$ cat src/rtl/echip65_pkg.sv
// Shared word widths and constants for the echip65 CIC decimator readout path.
package echip65_pkg;

  localparam int unsigned NUMBITS    = 25;
  localparam int unsigned OUT_WIDTH  = 16;
  localparam int unsigned FIFO_DEPTH = 8;

  // Unsigned CIC output sits at 2^(NUMBITS-2) for a zero input.
  function automatic int unsigned midscale(input int unsigned nb);
    return 32'd1 << (nb - 2);
  endfunction

  localparam int unsigned MIDSCALE = midscale(NUMBITS);

endpackage

$ cat src/rtl/sample_fifo.sv
// Synchronous sample buffer with a registered head-of-queue output and level count.
module sample_fifo #(
  parameter int unsigned Width = 16,
  parameter int unsigned Depth = 8
) (
  input  logic                     clk_i,
  input  logic                     rst_i,
  input  logic                     push_i,
  input  logic [Width-1:0]         data_i,
  input  logic                     pop_i,
  output logic [Width-1:0]         data_o,
  output logic                     valid_o,
  output logic [$clog2(Depth):0]   level_o,
  output logic                     full_o,
  output logic                     empty_o
);

  localparam int unsigned AddrW = $clog2(Depth);
  localparam int unsigned CntW  = AddrW + 1;

  logic [Width-1:0] mem_q [Depth];
  logic [AddrW-1:0] wr_ptr_q, wr_ptr_d;
  logic [AddrW-1:0] rd_ptr_q, rd_ptr_d;
  logic [CntW-1:0]  count_q, count_d;
  logic [Width-1:0] data_q, data_d;
  logic             valid_q, valid_d;
  logic             full, do_push, do_pop;

  always_comb begin
    full     = (count_q == CntW'(Depth));
    do_pop   = pop_i & valid_q;
    // A push into a full buffer is only taken when a pop frees the slot this cycle.
    do_push  = push_i & (~full | do_pop);
    wr_ptr_d = do_push ? wr_ptr_q + AddrW'(1) : wr_ptr_q;
    rd_ptr_d = do_pop ? rd_ptr_q + AddrW'(1) : rd_ptr_q;
    count_d  = count_q + CntW'(do_push) - CntW'(do_pop);
    valid_d  = (count_d != '0);
    data_d   = data_q;
    if (valid_d) begin
      // When the buffer drains to just the incoming word, it bypasses memory.
      if ((count_q - CntW'(do_pop)) == '0) begin
        data_d = data_i;
      end else begin
        data_d = mem_q[rd_ptr_d];
      end
    end
  end

  always_ff @(posedge clk_i) begin
    if (rst_i) begin
      wr_ptr_q <= '0;
      rd_ptr_q <= '0;
      count_q  <= '0;
      data_q   <= '0;
      valid_q  <= 1'b0;
    end else begin
      wr_ptr_q <= wr_ptr_d;
      rd_ptr_q <= rd_ptr_d;
      count_q  <= count_d;
      data_q   <= data_d;
      valid_q  <= valid_d;
    end
  end

  always_ff @(posedge clk_i) begin
    if (do_push) begin
      mem_q[wr_ptr_q] <= data_i;
    end
  end

  assign data_o  = data_q;
  assign valid_o = valid_q;
  assign level_o = count_q;
  assign full_o  = full;
  assign empty_o = ~valid_q;

endmodule

$ cat src/rtl/cic_sample_capture.sv
// Captures the CIC3 word on each decimation edge, converts it to a rounded, saturated
// signed sample, drops warm-up samples and buffers the rest for a ready/valid consumer.
module cic_sample_capture #(
  parameter int unsigned NUMBITS       = echip65_pkg::NUMBITS,
  parameter int unsigned OUT_WIDTH     = echip65_pkg::OUT_WIDTH,
  parameter int unsigned FIFO_DEPTH    = echip65_pkg::FIFO_DEPTH,
  parameter int unsigned DISCARD_COUNT = 3,
  parameter int unsigned CAPTURE_DELAY = 2
) (
  input  logic                            clk,
  input  logic                            reset,
  input  logic [NUMBITS-1:0]              cic_in,
  input  logic                            divided_clk,
  input  logic                            enable,
  output logic [OUT_WIDTH-1:0]            out_data,
  output logic                            out_valid,
  input  logic                            out_ready,
  output logic [$clog2(FIFO_DEPTH):0]     fifo_level,
  output logic                            overflow,
  input  logic                            clear_ovf
);

  localparam int unsigned Shift = NUMBITS - 1 - OUT_WIDTH;
  localparam int unsigned CalcW = NUMBITS + 1;
  localparam int unsigned DiscW = $clog2(DISCARD_COUNT + 2);

  localparam logic signed [CalcW-1:0] Midscale  = CalcW'(echip65_pkg::midscale(NUMBITS));
  localparam logic signed [CalcW-1:0] RoundBias = CalcW'(1) << (Shift - 1);
  localparam logic signed [CalcW-1:0] SatHi     = CalcW'((1 << (OUT_WIDTH - 1)) - 1);
  localparam logic signed [CalcW-1:0] SatLo     = ~SatHi;

  logic                     div_q, div_d;
  logic [CAPTURE_DELAY-1:0] dly_q, dly_d;
  logic [NUMBITS-1:0]       cap_q, cap_d;
  logic                     cap_vld_q, cap_vld_d;
  logic [OUT_WIDTH-1:0]     res_q, res_d;
  logic                     res_vld_q, res_vld_d;
  logic [DiscW-1:0]         disc_q, disc_d;
  logic                     ovf_q, ovf_d;

  logic                     dec_edge, push, pop;
  logic                     fifo_full, fifo_empty;
  logic signed [CalcW-1:0]  diff, rounded, shifted;
  logic [OUT_WIDTH-1:0]     sat;

  // Edge detect and capture-delay line; enable is sampled only in the edge cycle.
  always_comb begin
    div_d    = divided_clk;
    dec_edge = div_q & ~divided_clk;
    dly_d    = dly_q;
    dly_d[0] = dec_edge & enable;
    for (int i = 1; i < int'(CAPTURE_DELAY); i++) begin
      dly_d[i] = dly_q[i-1];
    end
    cap_vld_d = dly_q[CAPTURE_DELAY-1];
    cap_d     = cap_vld_d ? cic_in : cap_q;
  end

  // Offset to signed, round half-up on the discarded LSBs, then clamp.
  always_comb begin
    diff    = $signed({1'b0, cap_q}) - Midscale;
    rounded = diff + RoundBias;
    shifted = rounded >>> Shift;
    if (shifted > SatHi) begin
      sat = SatHi[OUT_WIDTH-1:0];
    end else if (shifted < SatLo) begin
      sat = SatLo[OUT_WIDTH-1:0];
    end else begin
      sat = shifted[OUT_WIDTH-1:0];
    end
    res_d     = cap_vld_q ? sat : res_q;
    res_vld_d = cap_vld_q;
  end

  always_comb begin
    push   = 1'b0;
    disc_d = disc_q;
    if (res_vld_q) begin
      if (disc_q < DiscW'(DISCARD_COUNT)) begin
        disc_d = disc_q + DiscW'(1);
      end else begin
        push = 1'b1;
      end
    end
    pop   = ~fifo_empty & out_ready;
    ovf_d = ovf_q;
    if (clear_ovf) begin
      ovf_d = 1'b0;
    end
    // A drop in the same cycle as a clear must remain visible.
    if (push && fifo_full && !pop) begin
      ovf_d = 1'b1;
    end
  end

  always_ff @(posedge clk) begin
    if (reset) begin
      div_q     <= 1'b0;
      dly_q     <= '0;
      cap_q     <= '0;
      cap_vld_q <= 1'b0;
      res_q     <= '0;
      res_vld_q <= 1'b0;
      disc_q    <= '0;
      ovf_q     <= 1'b0;
    end else begin
      div_q     <= div_d;
      dly_q     <= dly_d;
      cap_q     <= cap_d;
      cap_vld_q <= cap_vld_d;
      res_q     <= res_d;
      res_vld_q <= res_vld_d;
      disc_q    <= disc_d;
      ovf_q     <= ovf_d;
    end
  end

  sample_fifo #(
    .Width (OUT_WIDTH),
    .Depth (FIFO_DEPTH)
  ) u_fifo (
    .clk_i   (clk),
    .rst_i   (reset),
    .push_i  (push),
    .data_i  (res_q),
    .pop_i   (pop),
    .data_o  (out_data),
    .valid_o (out_valid),
    .level_o (fifo_level),
    .full_o  (fifo_full),
    .empty_o (fifo_empty)
  );

  assign overflow = ovf_q;

endmodule
$ cat config.mk
export PLATFORM = sky130hd
export DESIGN_NAME = cic_sample_capture
export DESIGN_NICKNAME = d
export VERILOG_FILES = /design/src/rtl/echip65_pkg.sv /design/src/rtl/sample_fifo.sv /design/src/rtl/cic_sample_capture.sv
export SDC_FILE = /design/constraint.sdc
export NUM_CORES = 1
export LEC_CHECK = 0
export ABC_CLOCK_PERIOD_IN_PS = 3210
export CAP_MARGIN = 20
export CORE_ASPECT_RATIO = 2
export CORE_MARGIN = 10
export CORE_UTILIZATION = 50
export DETAILED_ROUTE_END_ITERATION = 12
export PLACE_DENSITY_LB_ADDON = 0.08
export SLEW_MARGIN = 20
export SYNTH_ARGS = -nofsm -noshare
export SYNTH_HDL_FRONTEND = slang
export SYNTH_HIERARCHICAL = 1
export SYNTH_SLANG_ARGS = --single-unit
$ cat constraint.sdc
create_clock -name clk -period 3.21 [get_ports clk]
set_input_delay 0.642 -clock clk [delete_from_list [all_inputs] [get_ports clk]]
set_output_delay 0.642 -clock clk [all_outputs]
set_load 0.01 [all_outputs]
==> summary.md, run 1 <==
| Metric | Value |
|---|---|
| Outcome | completed |
| Area of the core | 18,700 sq um |
| Num CTS Buffers | 17 |
| Post-CTS sizing | 0 |
| Drt via density | 5.91 |
| Ant. Diodes | 0 |
| Final min period | 3.02 ns |
| FF+latch count, synth | 198 |
| Post-Syn Nets | 962 |
| Post-synth EDFFs | 128 |
| Initial antenna violation count | 0 |
| Hold buffers post-CTS | 0 |
| Max-slew headroom | 0.328 |
| Max_cap viols | 0 |
| WHS | 0.449 ns |
| CP endpoint kind | flop |
| Total clock sinks | 198 |
| Lkg Pwr | 0.00365 uW |
| Die Y | 215 um |
| Die width | 118 um |
| Fmax | 331 MHz |
| Post-Syn Area per Cell | 10.3 sq um |
| Wire per inst | 19.7 um |
| PortBufs | 45 |
| Synth Instances | 920 |
| Largest net degree at the start of global routing | 131 |
| Initial DRC count | 423 |
| Non-Filler Instances | 1,235 |
| Crit path kind | input pin to flop |
| Slew Viols, Final | 0 |
| Worst setup SP type | input pin |
| Total GRT Usage | 0.192 |
| Fin crit share | 0.942 |
| Endpoints failing setup | 0 |
| Fin. Hold Viols | 0 |
| Crit path DAT | 3.38 ns |
| FF+latch area | 5250 sq um |
| Clock skew | 0.00914 ns |
| Via Count | 7,296 |
| Post-layout nets | 1,009 |
| Fillers | 1,642 |
| Max VDD drop | 365 uV |
| WL final | 24,300 um |
| Clock Path Buffers | 2 |
| Worst Path Max Fanout | 17 |
| GRT overflow | 0 |
| Die footprint | 25,300 sq um |
| Clk slew on worst S/H paths | 0.07 ns |
| Worst Max-Slew Pin Slew | 1.01 ns |
| Hold Crit Class | flop to flop |
| Global placement routability congestion | 0.877 |
| Share of cells above drive strength 1 | 0.128 |
| CTS HTree Levels | 4 |
| P&R area growth vs syn | 15.7% |
| Yosys cell types | 51 |
| Post-synthesis sequential area ratio | 0.552 |
| First-pass GRT wire length | 39,100 um |
| Drt drc | 0 |
| Initial Util | 0.507 |
| Synth top area cells | edfxtp_1 40%, dfxtp_1 15%, nor2_1 5.3% |
| Post-CTS Setup Inserts | 0 |
| Post-Syn Area | 9510 sq um |
| YS warnings | 6 |
| Clock root buffer | clkbuf_16 |
| Post-detail-place hpwl | 16,000 um |
| Cell Pwr Density | 461 nW/um^2 |
| Area occupied by multi-input gates | 3830 sq um |
| Clock latency on the worst-skew pair | 0.43 ns |
| CTS tree | done |
| Post-route ant nets | 0 |
| Ys flop type | edfxtp_1 |
| Leading area contributor after synthesis | edfxtp_1 |
| Async set or reset register ratio after synthesis | 0 |
| Row count | 71 |
| Placed cells | 1,203 |
| Worst Path Required | 3.57 ns |
| RSZ-0062 raised after global routing | false |
| Setup TNS | 0 ns |
| Vias in the first global route | 7,564 |
| First drt pass iteration count | 6 |
| Synth top area share | 0.404 |
| Io pins | 53 |
## cells in the mapped netlist (22+ instances only)
cell type    n
clkbuf_1    28
nor2_1     133
edfxtp_1   128
nand3_1     28
nand2b_1    39
a21oi_1     39
dfxtp_1     70
nor2b_1     30
a31oi_1     49
nor3_1      43
nand2_1     35
o22ai_1     33
inv_1       22
buf_2       24
## worst paths after layout
check	startpoint	end	slack (ns)	depth (start not counted)
hold / removal	dly_q[0]	dly_q[1]	0.45	1
hold reg to reg	dly_q[0]	dly_q[1]	0.45	1
setup reg to reg	disc_q[0]	u_fifo/data_o[0]	0.26	13
setup / recovery	out_ready	u_fifo/data_o[0]	0.19	15
## flip-flops by register name (all words and copies together) (netlist names)
| signal | flops |
|---|---|
| u_fifo/valid_o | 1 |
| disc_q | 3 |
| res_q | 16 |
| overflow | 1 |
| u_fifo/wr_ptr_q | 3 |
| dly_q | 2 |
| res_vld_q | 1 |
| div_q | 1 |
| u_fifo/rd_ptr_q | 3 |
| cap_q | 18 |
| cap_vld_q | 1 |
| u_fifo/level_o | 4 |
| u_fifo/data_o | 16 |
| u_fifo/mem_q | 128 |
## critical path, cell delays in order
cell and delay (ns):
clkdlybuf4s50_1 0.45, nor2b_2 0.21, nand2_4 0.09, inv_4 0.07, nand2b_4 0.06, o21ai_0 0.08
ha_1 0.20, fa_1 0.43, nor2_1 0.23, nand3b_1 0.16, mux2i_4 0.21, buf_12 0.17
and2_1 0.14, a31oi_1 0.04, o22ai_1 0.17
## cells by family (layout without fill, tap and decap cells)
| group | Yosys count | in the layout | synth area share |
|---|---|---|---|
| compound gates | 206 | 206 | 0.141 |
| xor+xnor | 21 | 21 | 0.0209 |
| fa+ha+maj | 11 | 11 | 0.0153 |
| buf+inv | 93 | 153 | 0.0484 |
| flops | 198 | 198 | 0.552 |
| mux | 20 | 20 | 0.0224 |
| simple gates | 371 | 371 | 0.200 |
## placed cells by master (no fill, tap or decap), drive strengths merged, types with 2 or more instances in the layout
master         instances
a211oi                16
a21oi                 39
a311oi                15
a31oi                 49
and2                  16
and3                   3
buf                   54
clkbuf                19
clkdlybuf4s50         44
clkinv                 3
clkinvlp               4
dfxtp                 70
edfxtp               128
ha                    10
inv                   28
mux2i                 20
nand2                 36
nand2b                39
nand3                 28
nand3b                 2
nand4                  5
nor2                 133
nor2b                 30
nor3                  53
nor4                  19
o211ai                16
o21ai                 36
o22ai                 33
or4                    2
xnor2                 11
xor2                  10
## layer usage
metal  vias to the layer above  routed length [um]  global-route usage
li1                       3471                   -                   -
met1                      3571                9000               0.200
met2                       222               13700               0.371
met3                        32                1170              0.0291
met4                         0                 436              0.0754
met5                         -                   0                   0
## final cells by class
class,instances,share of cell area
Clock inverter,13,0.0110
Sequential cell,198,0.477
Timing Repair Buffer,98,0.0869
Inverter,23,0.00808
Multi-Input combinational cell,629,0.348
Tap cell,255,0.0290
Clock buffer,19,0.0394
## stage by stage
stage,instance area (sq um),util,power (uW),worst slack (ns)
2_1_floorplan,9520,-,2920,0.00392
3_3_place_gp,10400,0.557,3080,-0.125
3_5_place_dp,10400,0.557,3090,-0.221
4_1_cts,11000,0.587,5110,0.221
5_1_grt,11000,0.587,5240,0.0356
6_report,11000,0.587,5070,0.186
## power breakdown
group / switching [uW] / internal [uW] / total (uW)
combinational: 182 / 142 / 324
sequential: 19.0 / 2690 / 2710
clock: 952 / 1080 / 2030
(Power assumes the default switching activity.)
==> inputs of run 2 (changes only) <==
--- a/config.mk
+++ b/config.mk
@@ -5,11 +5,11 @@
 export SDC_FILE = /design/constraint.sdc
 export NUM_CORES = 1
 export LEC_CHECK = 0
-export ABC_CLOCK_PERIOD_IN_PS = 3210
+export ABC_CLOCK_PERIOD_IN_PS = 3600
 export CAP_MARGIN = 20
 export CORE_ASPECT_RATIO = 2
 export CORE_MARGIN = 10
-export CORE_UTILIZATION = 50
+export CORE_UTILIZATION = 25
 export DETAILED_ROUTE_END_ITERATION = 12
 export PLACE_DENSITY_LB_ADDON = 0.08
 export SLEW_MARGIN = 20
==> constraint.sdc (replaced) <==
create_clock -name clk -period 3.6 [get_ports clk]
set_input_delay 0.72 -clock clk [delete_from_list [all_inputs] [get_ports clk]]
set_output_delay 0.72 -clock clk [all_outputs]
set_load 0.01 [all_outputs]
==> summary.md, run 2 (synthesized netlist as in run 1, its figures left out) <==
| Metric | Value |
|---|---|
| Area of the core | 37,800 sq um |
| Share of cells above drive strength 1 | 0.131 |
| Max-slew headroom | 0.375 |
| Placed cell area | 10,800 sq um |
| CP endpoint kind | flop |
| Most frequent cells in the layout | 128 x edfxtp_1, 127 x nor2_1, 67 x dfxtp_1 |
| Largest net degree at the start of global routing | 76 |
| Crit path kind | input pin to flop |
| Setup WS pre-CTS | -0.0320 ns |
| Outcome | completed |
| Final min period | 3.14 ns |
| Clock latency on the worst-skew pair | 0.45 ns |
| CTS HTree Levels | 4 |
| Fmax | 318 MHz |
| Clock Path Buffers | 2 |
| Total clock sinks | 198 |
| Largest register FFs | 128 |
| Min-delay src | dly_q[0] |
| Worst Max-Slew Pin Slew | 0.930 ns |
| Post-detail-place hpwl | 18,900 um |
| Hold Crit Class | flop to flop |
| Initial DRC count | 289 |
| Die width | 158 um |
| Fin. Hold Viols | 0 |
| Vias in the first global route | 7,300 |
| Endpoints failing setup | 0 |
| CP max-delay cell | clkdlybuf4s50_1 |
| Clock root buffer | clkbuf_16 |
| Cell Pwr Density | 412 nW/um^2 |
| GRT overflow | 0 |
| PortBufs | 45 |
| Final instance area | 11,400 sq um |
| Global placement routability congestion | 0.758 |
| Max_cap viols | 0 |
| Worst Path Max Fanout | 17 |
| Initial Util | 0.252 |
| Clock skew | 0.0113 ns |
| Crit path DAT | 3.51 ns |
| Row count | 101 |
| Num CTS Buffers | 17 |
| Worst Path Required | 3.97 ns |
| Post-CTS sizing | 0 |
| Post-CTS Setup Inserts | 0 |
| Largest regs | u_fifo/mem_q x128, cap_q x18 |
| Io pins | 53 |
| Comb pwr share | 0.060 |
| Post-route ant nets | 0 |
| Drt drc | 0 |
| CTS tree | done |
| Fin crit share | 0.872 |
| Die footprint | 46,700 sq um |
| Biggest register | u_fifo/mem_q |
| Reg-to-Reg Start | u_fifo/level_o[2] |
| First drt pass iteration count | 5 |
| Sw Share | 0.226 |
| P&R area growth vs syn | 20.0% |
| Max VDD drop | 239 uV |
| Ant. Diodes | 0 |
| Die Y | 296 um |
| Final setup margin | 0.460 ns |
| Wire per inst | 20.3 um |
| Via Count | 7,109 |
| Lkg Pwr | 0.00370 uW |
| Cell Chain, Critical Path | clkdlybuf4s50_1 > nor2b_1 > nand2_4 > inv_4 > nand2b_1 > o21ai_0 > ha_1 > fa_1 > nor2_1 > nand3b_1 > mux2i_4 > buf_12 > and2_1 > a31oi_1 > o22ai_1 |
| Clk pwr share | 0.425 |
| Total GRT Usage | 0.129 |
| Clk slew on worst S/H paths | 0.07 ns |
| Crit path launch | out_ready |
| Worst setup SP type | input pin |
| Commonest non-fill, non-tap cell in the layout | edfxtp_1 |
| Initial antenna violation count | 0 |
| First-pass GRT wire length | 44,700 um |
| Pint | 3640 uW |
| Hold buffers post-CTS | 0 |
| Net Sw Power | 1060 uW |
| Max stage delay on crit path | 0.45 ns |
| Sequential Power Share | 0.515 |
| RSZ-0062 raised after global routing | false |
| Post-layout nets | 1,007 |
| Drt via density | 4.93 |
| Slew Viols, Final | 0 |
| WL final | 29,300 um |
==> run 2: power groups by stage <==
stage,clock network [uW],registers (uW),logic (uW)
2_1_floorplan,0,2470,135
3_3_place_gp,0,2470,287
3_5_place_dp,0,2470,287
4_1_cts,2080,2420,288
5_1_grt,2150,2420,304
6_report,1990,2420,284
==> run 2: area by class of cell <==
type / instances / area, sq um
Inverter: 23 / 88.8
Clock buffer: 20 / 447
Sequential cell: 198 / 5250
Clock inverter: 12 / 151
Multi-Input combinational cell: 629 / 3870
Tap cell: 463 / 579
Fill cell: 3881 / 26400
Timing Repair Buffer: 96 / 1020
==> run 2: worst max-delay path: cells and delay by family <==
kind                     cells  cell delay (ns)
AND/OR/NAND/NOR              6             0.89
buffers and inverters        3             0.70
AO/OA/AOI/OAI                3             0.32
adder cells (fa/ha/maj)      2             0.66
multiplexers                 1             0.20
==> run 2: routing by layer <==
metal / share of wire / track usage / up-vias / wire length (um)
li1: - / - / 3465 / -
met1: 0.40 / 0.137 / 3522 / 11600
met5: 0 / 0 / - / 0
met4: 0.017 / 0.0440 / 0 / 500
met2: 0.56 / 0.247 / 99 / 16500
met3: 0.021 / 0.0199 / 23 / 615
==> run 2: path summary, 6_finish.rpt <==
path / slack (ns) / endpoint / depth (start not counted)
min: 0.44 / dly_q[1] / 1
max reg2reg: 0.65 / u_fifo/data_o[10] / 13
max: 0.46 / u_fifo/data_o[10] / 15
min reg2reg: 0.44 / dly_q[1] / 1
==> run 2: through the flow <==
step                cells  TNS, ns  hold WS [ns]   util  power (uW)
detailed placement   1409   -0.132         0.432  0.286        2760
global placement     1409        0         0.420  0.286        2760
floorplan             920        0         0.414      -        2610
global route         1441        0         0.447  0.302        4870
finish               1441        0         0.440  0.302        4700
CTS                  1441        0         0.445  0.302        4790
==> inputs of run 3 (changes only) <==
--- a/config.mk
+++ b/config.mk
@@ -11,6 +11,7 @@
 export CORE_MARGIN = 10
 export CORE_UTILIZATION = 25
 export DETAILED_ROUTE_END_ITERATION = 12
+export HOLD_SLACK_MARGIN = 0.1
 export PLACE_DENSITY_LB_ADDON = 0.08
 export SLEW_MARGIN = 20
 export SYNTH_ARGS = -nofsm -noshare
==> results of run 3 <==
The final DEF is identical to that of run 2; final timing and power are the same.
